--- src/rtl/mem_cycle_seq_if.sv ---
// mem_cycle_seq_if: CPU/MMU request, CPU reply and SRAM bus signals of the cycle sequencer
interface mem_cycle_seq_if;
  logic        req_rd;
  logic        req_wr;
  logic        req_byte;
  logic        mmu_valid;
  logic [21:0] phaddr;
  logic        writable;
  logic [15:0] cpu_dout;
  logic [15:0] cpu_din;
  logic        rply;
  logic        abort;
  logic        timeout;
  logic        busy;
  logic [20:0] sram_addr;
  logic [15:0] sram_dq_o;
  logic [15:0] sram_dq_i;
  logic        sram_oe_n;
  logic        sram_we_n;
  logic [1:0]  sram_be_n;
  modport slave (
    input  req_rd, req_wr, req_byte, mmu_valid, phaddr, writable, cpu_dout, sram_dq_i,
    output cpu_din, rply, abort, timeout, busy, sram_addr, sram_dq_o, sram_oe_n, sram_we_n, sram_be_n
  );
  modport master (
    output req_rd, req_wr, req_byte, mmu_valid, phaddr, writable, cpu_dout, sram_dq_i,
    input  cpu_din, rply, abort, timeout, busy, sram_addr, sram_dq_o, sram_oe_n, sram_we_n, sram_be_n
  );
endinterface

--- src/rtl/mem_cycle_seq.sv ---
// mem_cycle_seq: runs timed SRAM read/write cycles for MMU-translated CPU requests
module mem_cycle_seq #(
  parameter int          WAIT_RD = 2,
  parameter int          WAIT_WR = 2,
  parameter logic [21:0] MEM_TOP = 22'h100000,
  parameter int          TMO     = 31
) (
  input  logic clk,
  input  logic reset_n,
  input  logic ce,
  mem_cycle_seq_if.slave bus
);
  typedef enum logic [2:0] {IDLE, READ, WRITE, NXM, REPLY, ERR} state_t;
  state_t     state;
  logic [7:0] cnt;
  logic       req;
  assign req = bus.req_rd | bus.req_wr;
  // Sequencer: the cycle after acceptance is address/data setup, then the strobe runs
  // for cnt ce-cycles; a high strobe inside READ/WRITE marks the setup cycle.
  always_ff @(posedge clk or negedge reset_n)
    if (!reset_n) begin
      state         <= IDLE;
      cnt           <= 8'd0;
      bus.sram_oe_n <= 1'b1;
      bus.sram_we_n <= 1'b1;
      bus.sram_be_n <= 2'b11;
      bus.sram_addr <= 21'd0;
      bus.sram_dq_o <= 16'd0;
      bus.cpu_din   <= 16'd0;
      bus.rply      <= 1'b0;
      bus.abort     <= 1'b0;
      bus.timeout   <= 1'b0;
      bus.busy      <= 1'b0;
    end else if (ce) begin
      case (state)
        IDLE:
          if (bus.mmu_valid && req) begin
            bus.busy <= 1'b1;
            if (bus.phaddr >= MEM_TOP) begin
              state <= NXM;
              cnt   <= 8'(TMO);
            end else if (!bus.req_rd && !bus.writable) begin
              state     <= ERR;
              bus.abort <= 1'b1;
            end else if (bus.req_rd) begin
              state         <= READ;
              cnt           <= 8'(WAIT_RD);
              bus.sram_addr <= bus.phaddr[21:1];
              bus.sram_be_n <= 2'b00;
            end else begin
              state         <= WRITE;
              cnt           <= 8'(WAIT_WR);
              bus.sram_addr <= bus.phaddr[21:1];
              bus.sram_be_n <= !bus.req_byte ? 2'b00 : bus.phaddr[0] ? 2'b01 : 2'b10;
              bus.sram_dq_o <= bus.req_byte ? {2{bus.cpu_dout[7:0]}} : bus.cpu_dout;
            end
          end
        READ:
          if (bus.sram_oe_n) bus.sram_oe_n <= 1'b0;
          else if (cnt == 8'd1) begin
            bus.cpu_din   <= bus.sram_dq_i;
            bus.sram_oe_n <= 1'b1;
            bus.sram_be_n <= 2'b11;
            bus.rply      <= 1'b1;
            cnt           <= 8'd0;
            state         <= REPLY;
          end else cnt <= cnt - 8'd1;
        WRITE:
          if (bus.sram_we_n) bus.sram_we_n <= 1'b0;
          else if (cnt == 8'd1) begin
            bus.sram_we_n <= 1'b1;
            bus.sram_be_n <= 2'b11;
            bus.rply      <= 1'b1;
            cnt           <= 8'd0;
            state         <= REPLY;
          end else cnt <= cnt - 8'd1;
        NXM:
          if (cnt == 8'd1) begin
            bus.timeout <= 1'b1;
            cnt         <= 8'd0;
            state       <= ERR;
          end else cnt <= cnt - 8'd1;
        REPLY:
          if (!req) begin
            bus.rply <= 1'b0;
            bus.busy <= 1'b0;
            state    <= IDLE;
          end
        ERR: begin
          bus.abort   <= 1'b0;
          bus.timeout <= 1'b0;
          if (!req) begin
            bus.busy <= 1'b0;
            state    <= IDLE;
          end
        end
        default: state <= IDLE;
      endcase
    end
endmodule

--- src/flat_wrapper.sv ---
// flat-port wrapper written by rule: the top's interface ports become plain ports
module mem_cycle_seq_flat 
#(
  parameter int          WAIT_RD = 2,
  parameter int          WAIT_WR = 2,
  parameter logic [21:0] MEM_TOP = 22'h100000,
  parameter int          TMO     = 31
)
  (clk, reset_n, ce, bus_req_rd, bus_req_wr, bus_req_byte, bus_mmu_valid, bus_phaddr, bus_writable, bus_cpu_dout, bus_sram_dq_i, bus_cpu_din, bus_rply, bus_abort, bus_timeout, bus_busy, bus_sram_addr, bus_sram_dq_o, bus_sram_oe_n, bus_sram_we_n, bus_sram_be_n);
  mem_cycle_seq_if bus_i ();
  input  logic clk;
  input  logic reset_n;
  input  logic ce;
  input wire logic [$bits(bus_i.req_rd)-1:0] bus_req_rd;
  input wire logic [$bits(bus_i.req_wr)-1:0] bus_req_wr;
  input wire logic [$bits(bus_i.req_byte)-1:0] bus_req_byte;
  input wire logic [$bits(bus_i.mmu_valid)-1:0] bus_mmu_valid;
  input wire logic [$bits(bus_i.phaddr)-1:0] bus_phaddr;
  input wire logic [$bits(bus_i.writable)-1:0] bus_writable;
  input wire logic [$bits(bus_i.cpu_dout)-1:0] bus_cpu_dout;
  input wire logic [$bits(bus_i.sram_dq_i)-1:0] bus_sram_dq_i;
  output wire logic [$bits(bus_i.cpu_din)-1:0] bus_cpu_din;
  output wire logic [$bits(bus_i.rply)-1:0] bus_rply;
  output wire logic [$bits(bus_i.abort)-1:0] bus_abort;
  output wire logic [$bits(bus_i.timeout)-1:0] bus_timeout;
  output wire logic [$bits(bus_i.busy)-1:0] bus_busy;
  output wire logic [$bits(bus_i.sram_addr)-1:0] bus_sram_addr;
  output wire logic [$bits(bus_i.sram_dq_o)-1:0] bus_sram_dq_o;
  output wire logic [$bits(bus_i.sram_oe_n)-1:0] bus_sram_oe_n;
  output wire logic [$bits(bus_i.sram_we_n)-1:0] bus_sram_we_n;
  output wire logic [$bits(bus_i.sram_be_n)-1:0] bus_sram_be_n;
  assign bus_i.req_rd = bus_req_rd;
  assign bus_i.req_wr = bus_req_wr;
  assign bus_i.req_byte = bus_req_byte;
  assign bus_i.mmu_valid = bus_mmu_valid;
  assign bus_i.phaddr = bus_phaddr;
  assign bus_i.writable = bus_writable;
  assign bus_i.cpu_dout = bus_cpu_dout;
  assign bus_i.sram_dq_i = bus_sram_dq_i;
  assign bus_cpu_din = bus_i.cpu_din;
  assign bus_rply = bus_i.rply;
  assign bus_abort = bus_i.abort;
  assign bus_timeout = bus_i.timeout;
  assign bus_busy = bus_i.busy;
  assign bus_sram_addr = bus_i.sram_addr;
  assign bus_sram_dq_o = bus_i.sram_dq_o;
  assign bus_sram_oe_n = bus_i.sram_oe_n;
  assign bus_sram_we_n = bus_i.sram_we_n;
  assign bus_sram_be_n = bus_i.sram_be_n;
  mem_cycle_seq #(.WAIT_RD(WAIT_RD), .WAIT_WR(WAIT_WR), .MEM_TOP(MEM_TOP), .TMO(TMO)) u_core (.clk(clk), .reset_n(reset_n), .ce(ce), .bus(bus_i));
endmodule
--- config.mk ---
export PLATFORM = sky130hd
export DESIGN_NAME = mem_cycle_seq_flat
export DESIGN_NICKNAME = d
export VERILOG_FILES = /design/src/rtl/mem_cycle_seq_if.sv /design/src/rtl/mem_cycle_seq.sv /design/src/flat_wrapper.sv
export SDC_FILE = /design/constraint.sdc
export NUM_CORES = 1
export LEC_CHECK = 0
export BUFFER_PORTS_ARGS = -buffer_cell sky130_fd_sc_hd__buf_2
export CAP_MARGIN = 0
export CELL_PAD_IN_SITES_DETAIL_PLACEMENT = 0
export CELL_PAD_IN_SITES_GLOBAL_PLACEMENT = 1
export CORE_MARGIN = 5
export CORE_UTILIZATION = 40
export CTS_CLUSTER_DIAMETER = 150
export DETAILED_ROUTE_END_ITERATION = 6
export GPL_TIMING_DRIVEN = 1
export PLACE_DENSITY_LB_ADDON = 0.1
export SYNTH_ARGS = -nofsm -noshare
export SYNTH_HDL_FRONTEND = slang
export SYNTH_SLANG_ARGS = --single-unit
--- constraint.sdc ---
create_clock -name clk -period 6.2 [get_ports clk]
set_input_delay 1.55 -clock clk [delete_from_list [all_inputs] [get_ports clk]]
set_output_delay 1.55 -clock clk [all_outputs]
set_load 0.05 [all_outputs]
* Word-level counts from Yosys, hierarchy flattened *
Index checks and enable logic that the tools add are counted.
W data, S select, Z words.

word-level totals
  register bits = 72
  logic and storage cells = 103
  output and inout bits = 61

operators by class
  mux-type cells = 44
  add/sub/neg operators = 1
  equal/unequal tests = 16
  reduce and logical (&&, ||, !) cells = 24
  bitwise gates (word level) = 5
  $lt $le $gt $ge = 1

operators with widths
  operator                number
  $mux W8                 6
  $pmux W8 S4             1
  $mux W3                 8
  $ge A22 B21 Y1 const B  1
  $mux W2                 10
  $reduce_and A6 Y1       3
  $mux W16                1
  $pmux W3 S5             1
  $reduce_and A5 Y1       3
  $mux W1                 12
  $ne A2 B2 Y1 const B    6
  $eq A8 B1 Y1 const B    1
  $reduce_and A4 Y1       2
  $sub A8 B1 Y8 const B   1
  $reduce_and A7 Y1       1
  $eq A3 B2 Y1 const B    2
  $eq A3 B3 Y1 const B    2
  $ne A2 B1 Y1 const B    3
  $pmux W1 S2             3
  $pmux W2 S3             1
  $reduce_bool A2 Y1      3
  $reduce_bool A3 Y1      2
  $not A1 Y1              4
  $reduce_and A2 Y1       2
  10 further kinds        12

* Longest topological paths before layout *
  depth in word-level cells = 7
  depth in mapped cells = 7
  gate-level depth less buffers = 6

* Least setup slack after synthesis *
OpenSTA, ideal clock, no wires.

  path kind = in2reg
  start point = input bus_req_rd
  end point = register u_core.bus.sram_addr[10]
  arrival time = 2.858 ns
  buffers on the path = 2
  stages = 6
  required time = 6.075 ns
  library setup time = 0.125 ns
  slack = 3.217 ns
  path through = clkbuf_1 > o21a_1 > nand2_1 > nor2_1 > buf_4 > mux2_2

on the way
  cells in the longest elaborated chain, start to end = 4
  elaborated cells between the ends (all ways) = 6

RTL lines
  item                                  RTL line                RTL
  from (decl)                           flat_wrapper.sv:14      input wire logic [$bits(bus_i.req_rd)-1:0] bus_req_rd;
  $logic_not A1 Y1                      mem_cycle_seq.sv:42     end else if (!bus.req_rd && !bus.writable) begin
  $logic_and A1 B1 Y1                   mem_cycle_seq.sv:42
  $not A1 Y1 (no source line)           n/a
  $reduce_and A5 Y1 (no source line) *  n/a
  to (signal assigned)                  mem_cycle_seq.sv:48     bus.sram_addr <= bus.phaddr[21:1];
  to (signal assigned)                  mem_cycle_seq.sv:53     bus.sram_addr <= bus.phaddr[21:1];
  to (decl)                             mem_cycle_seq_if.sv:23  output cpu_din, rply, abort, timeout, busy, sram_addr, sram_dq_o, sram_oe_n, sram_we_n, sram_be_n

Every way passes the cells marked *; elsewhere a longest branch is shown, timed or not.
A chain may end at the register's enable or synchronous reset.

* Final worst setup path *
  start point = input ce
  end point = register u_core.bus.sram_addr[6]

on the way
  cells in the longest elaborated chain, start to end = 1

RTL lines
  item                                RTL line            RTL
  from (decl)                         flat_wrapper.sv:13  input logic ce;
  $reduce_and A5 Y1 (no source line)  n/a

No other way between the ends.

==> impl_metrics.json <==
{
  "clock_path_buffers": 2,
  "syn_nets": 329,
  "design_area_sq_um": 4160,
  "power_frac_comb": 0.416,
  "io_buffers": 122,
  "synthesis.area_sq_um": 3240,
  "tns_ns": 0,
  "whs_endpoint": "u_core.bus.sram_dq_o[15]",
  "cts_num_sinks": 72,
  "maxCapViolCount": 0,
  "synthTopCellsByArea": "dfrtp_1 (52%), mux2_2 (16%), dfstp_2 (3.2%), mux2i_1 (2.5%), o21ai_0 (2.2%)",
  "path_class": "input port to flip-flop",
  "cp_cell_sequence": "buf_2 > nor4b_1 > nand2_1 > nor2_2 > mux2_2",
  "dp.cells": 479,
  "dp_hpwl_microns": 5540,
  "ioPinCount": 123,
  "setup.worst_path.start_class": "input port",
  "status": "completed",
  "p_sw_mw": 0.818,
  "ys_warn_count": 0,
  "hold_path_depth": 2,
  "finalSetupViolCount": 0,
  "swShare": 0.434,
  "clkTransAtPathRegs_ns": 0.08,
  "hp-class": "flip-flop to flip-flop",
  "leakage_nw": 2.19,
  "clockPowerShare": 0.222,
  "crit_arrival_ns": 3.51,
  "synthFlopType": "dfrtp_1",
  "gp_congestion": 0.790,
  "grt_usage": 0.161,
  "drtIter0Drc": 141,
  "postSynthCellCount": 265,
  "yosysUniqueCellTypes": 51,
  "hold_buffers": 0,
  "area_growth_pct": 28.2,
  "max-slew-margin-rel": 0.295,
  "avgViaCountPerCell": 5.06,
  "die-area_sq_um": 10000,
  "numCtsBuffers": 9,
  "worstReg2RegEnd": "u_core.bus.sram_addr[6]",
  "period_needed_ns": 3.28,
  "crit_slowest_cell": "nor2_2",
  "wl_per_cell_microns": 15.5,
  "grt_max_degree": 73,
  "placed_area_sq_um": 3940,
  "rsz0062_at_grt": "false",
  "cp_top_family": "simple AND/OR/NAND/NOR gates",
  "synth_top_family_by_area": "multiplexers",
  "max_freq_mhz": 305,
  "final_cells": 495,
  "dieHeight_microns": 100,
  "clk_latency_ns": 0.34,
  "synth_area_leader_cell": "dfrtp_1",
  "grt_overflow": 0,
  "clock_skew_ns": 0.0140,
  "ctsResizeCount": 0,
  "crit_buf_inv": 1,
  "rows": 32,
  "synth_top_cell_area_share": 0.525,
  "slew_violations": 0,
  "synth-edff-count": 0,
  "min-delay-start": "u_core.bus.sram_dq_o[15]",
  "synthXorXnorAreaFrac": 0.00270,
  "r2r_start": "u_core.state[1]",
  "synth-async-reset-ratio": 1.00,
  "cts_post_setup_buffers_inserted": 0,
  "core_area_sq_um": 7810,
  "synth_seq_area_share": 0.557,
  "wirelength_microns": 7670,
  "synth-simple-area-share": 0.114,
  "setup.worst_path.end_class": "flip-flop",
  "dr.pass1.iters": 4,
  "ant_nets": 0,
  "grt_pass1_wl_microns": 12800,
  "post-route-drc-count": 0,
  "cts-htree-levels": 3,
  "grt_pass1_vias": 2697,
  "root_buffer": "clkbuf_8",
  "peakVddDrop_uv": 262,
  "postSynthAreaPerCell_sq_um": 12.2,
  "synth_fa_ha_area_frac": 0.00772,
  "start_util": 0.415,
  "reg2reg_slack_ns": 3.64,
  "hold_violations": 0,
  "synth.ff_latch_count": 72,
  "fin_crit_sh": 0.530,
  "synth_compound_area_frac": 0.110,
  "cp_max_fo": 23,
  "die-width_microns": 100,
  "antenna_found_initial": 0,
  "synth.area.mux_share": 0.181,
  "seqPwrFrac": 0.362,
  "cts_tree": "done",
  "num_vias": 2505,
  "n_antenna_cell": 0,
  "crit_required_ns": 6.43,
  "p_int_mw": 1.07,
  "power_density_nw_per_um2": 453,
  "nets": 452,
  "drive_gt1_frac": 0.504,
  "max_stage_delay_ns": 0.83,
  "rr_worst_depth": 4,
  "worstMarginPinSlew_ns": 1.06,
  "cp_num_cells": 5
}
==> per-stage QoR <==
stage | worst slack, ns | total power, mW | util | hold slack (ns)
2_1_floorplan | 3.22 | 1.28 | - | 0.498
3_3_place_gp | 2.56 | 1.47 | 0.504 | 0.458
3_5_place_dp | 2.54 | 1.48 | 0.504 | 0.466
4_1_cts | 2.92 | 1.91 | 0.533 | 0.485
5_1_grt | 2.69 | 2.00 | 0.533 | 0.492
6_report | 2.92 | 1.89 | 0.533 | 0.477
==> cell families (layout without fill, tap and decap cells) <==
| group | after synthesis | after routing |
|---|---|---|
| adder cells (fa/ha/maj) | 2 | 2 |
| flip-flops | 72 | 72 |
| multiplexers | 53 | 53 |
| buffers and inverters | 19 | 147 |
| AO/OA/AOI/OAI | 52 | 52 |
| AND/OR/NAND/NOR | 66 | 66 |
| XOR/XNOR | 1 | 1 |
==> cells in the mapped netlist (4+ instances only) <==
cell type and number:
nor2_1 14, a31oi_1 4, dfstp_2 4, a211oi_1 4
o21ai_0 14, nor2b_1 4, nand3b_1 4, dfrtp_1 68
nand3_1 4, clkbuf_1 5, a21oi_1 6, mux2_2 45
mux2i_1 8, inv_1 7, nand2_1 18
==> state kept, by name (all words and copies together), names as in the netlist, 2 cells and up <==
signal,cells
u_core.cnt,8
u_core.bus.sram_be_n,2
u_core.bus.sram_addr,21
u_core.bus.sram_dq_o,16
u_core.bus.cpu_din,16
u_core.state,3
==> routing by layer <==
| metal | GRT usage | vias to the layer above | part of all wire |
|---|---|---|---|
| li1 | - | 1212 | - |
| met1 | 0.192 | 1187 | 0.41 |
| met3 | 0.0695 | 9 | 0.11 |
| met5 | 0 | - | 0 |
| met4 | 0.0591 | 0 | 0.013 |
| met2 | 0.259 | 97 | 0.47 |
==> worst max path at each step <==
stage                           from                       end  slack, ns
after floorplan           bus_req_rd  u_core.bus.sram_addr[10]       3.22
after global placement            ce  u_core.bus.sram_addr[12]       2.56
after detailed placement          ce  u_core.bus.sram_addr[11]       2.54
after CTS                         ce   u_core.bus.sram_addr[6]       2.92
after global routing              ce   u_core.bus.sram_addr[6]       2.69
final                             ce   u_core.bus.sram_addr[6]       2.92
==> power groups by stage <==
stage               clock, mW  sequential [mW]  combinational (mW)
finish                  0.419            0.682               0.784
global route            0.454            0.704               0.845
CTS                     0.433            0.684               0.792
detailed placement          0            0.693               0.790
global placement            0            0.688               0.785
floorplan                   0            0.974               0.308
==> worst min-delay path, cell delays in order, from the launching register on <==
cell and delay, ns:
dfrtp_1 0.35, nand2_1 0.04, o21ai_0 0.05
==> area by class of cell <==
type,count,area (sq um)
fillers,737,3650
flip-flops and latches,72,1810
clock buffers,9,124
clock inverters,7,100
well taps,102,128
repair buffers,124,626
multi-input cells,174,1350
inverters,7,26.3
==> layout by cell type (no fill, tap or decap), types with 4 or more instances in the layout <==
cell type	synthesis	layout
buf_2	3	122
dfrtp_1	68	68
mux2_2	45	45
nand2_1	18	18
o21ai_0	14	14
nor2_1	14	13
clkbuf_8	0	9
mux2i_1	8	8
inv_1	7	7
a21oi_1	6	6
nand3_1	4	4
nor2b_1	4	4
nand3b_1	4	4
a211oi_1	4	4
a31oi_1	4	4
dfstp_2	4	4
Note: power is estimated with default switching activity, not from simulation.
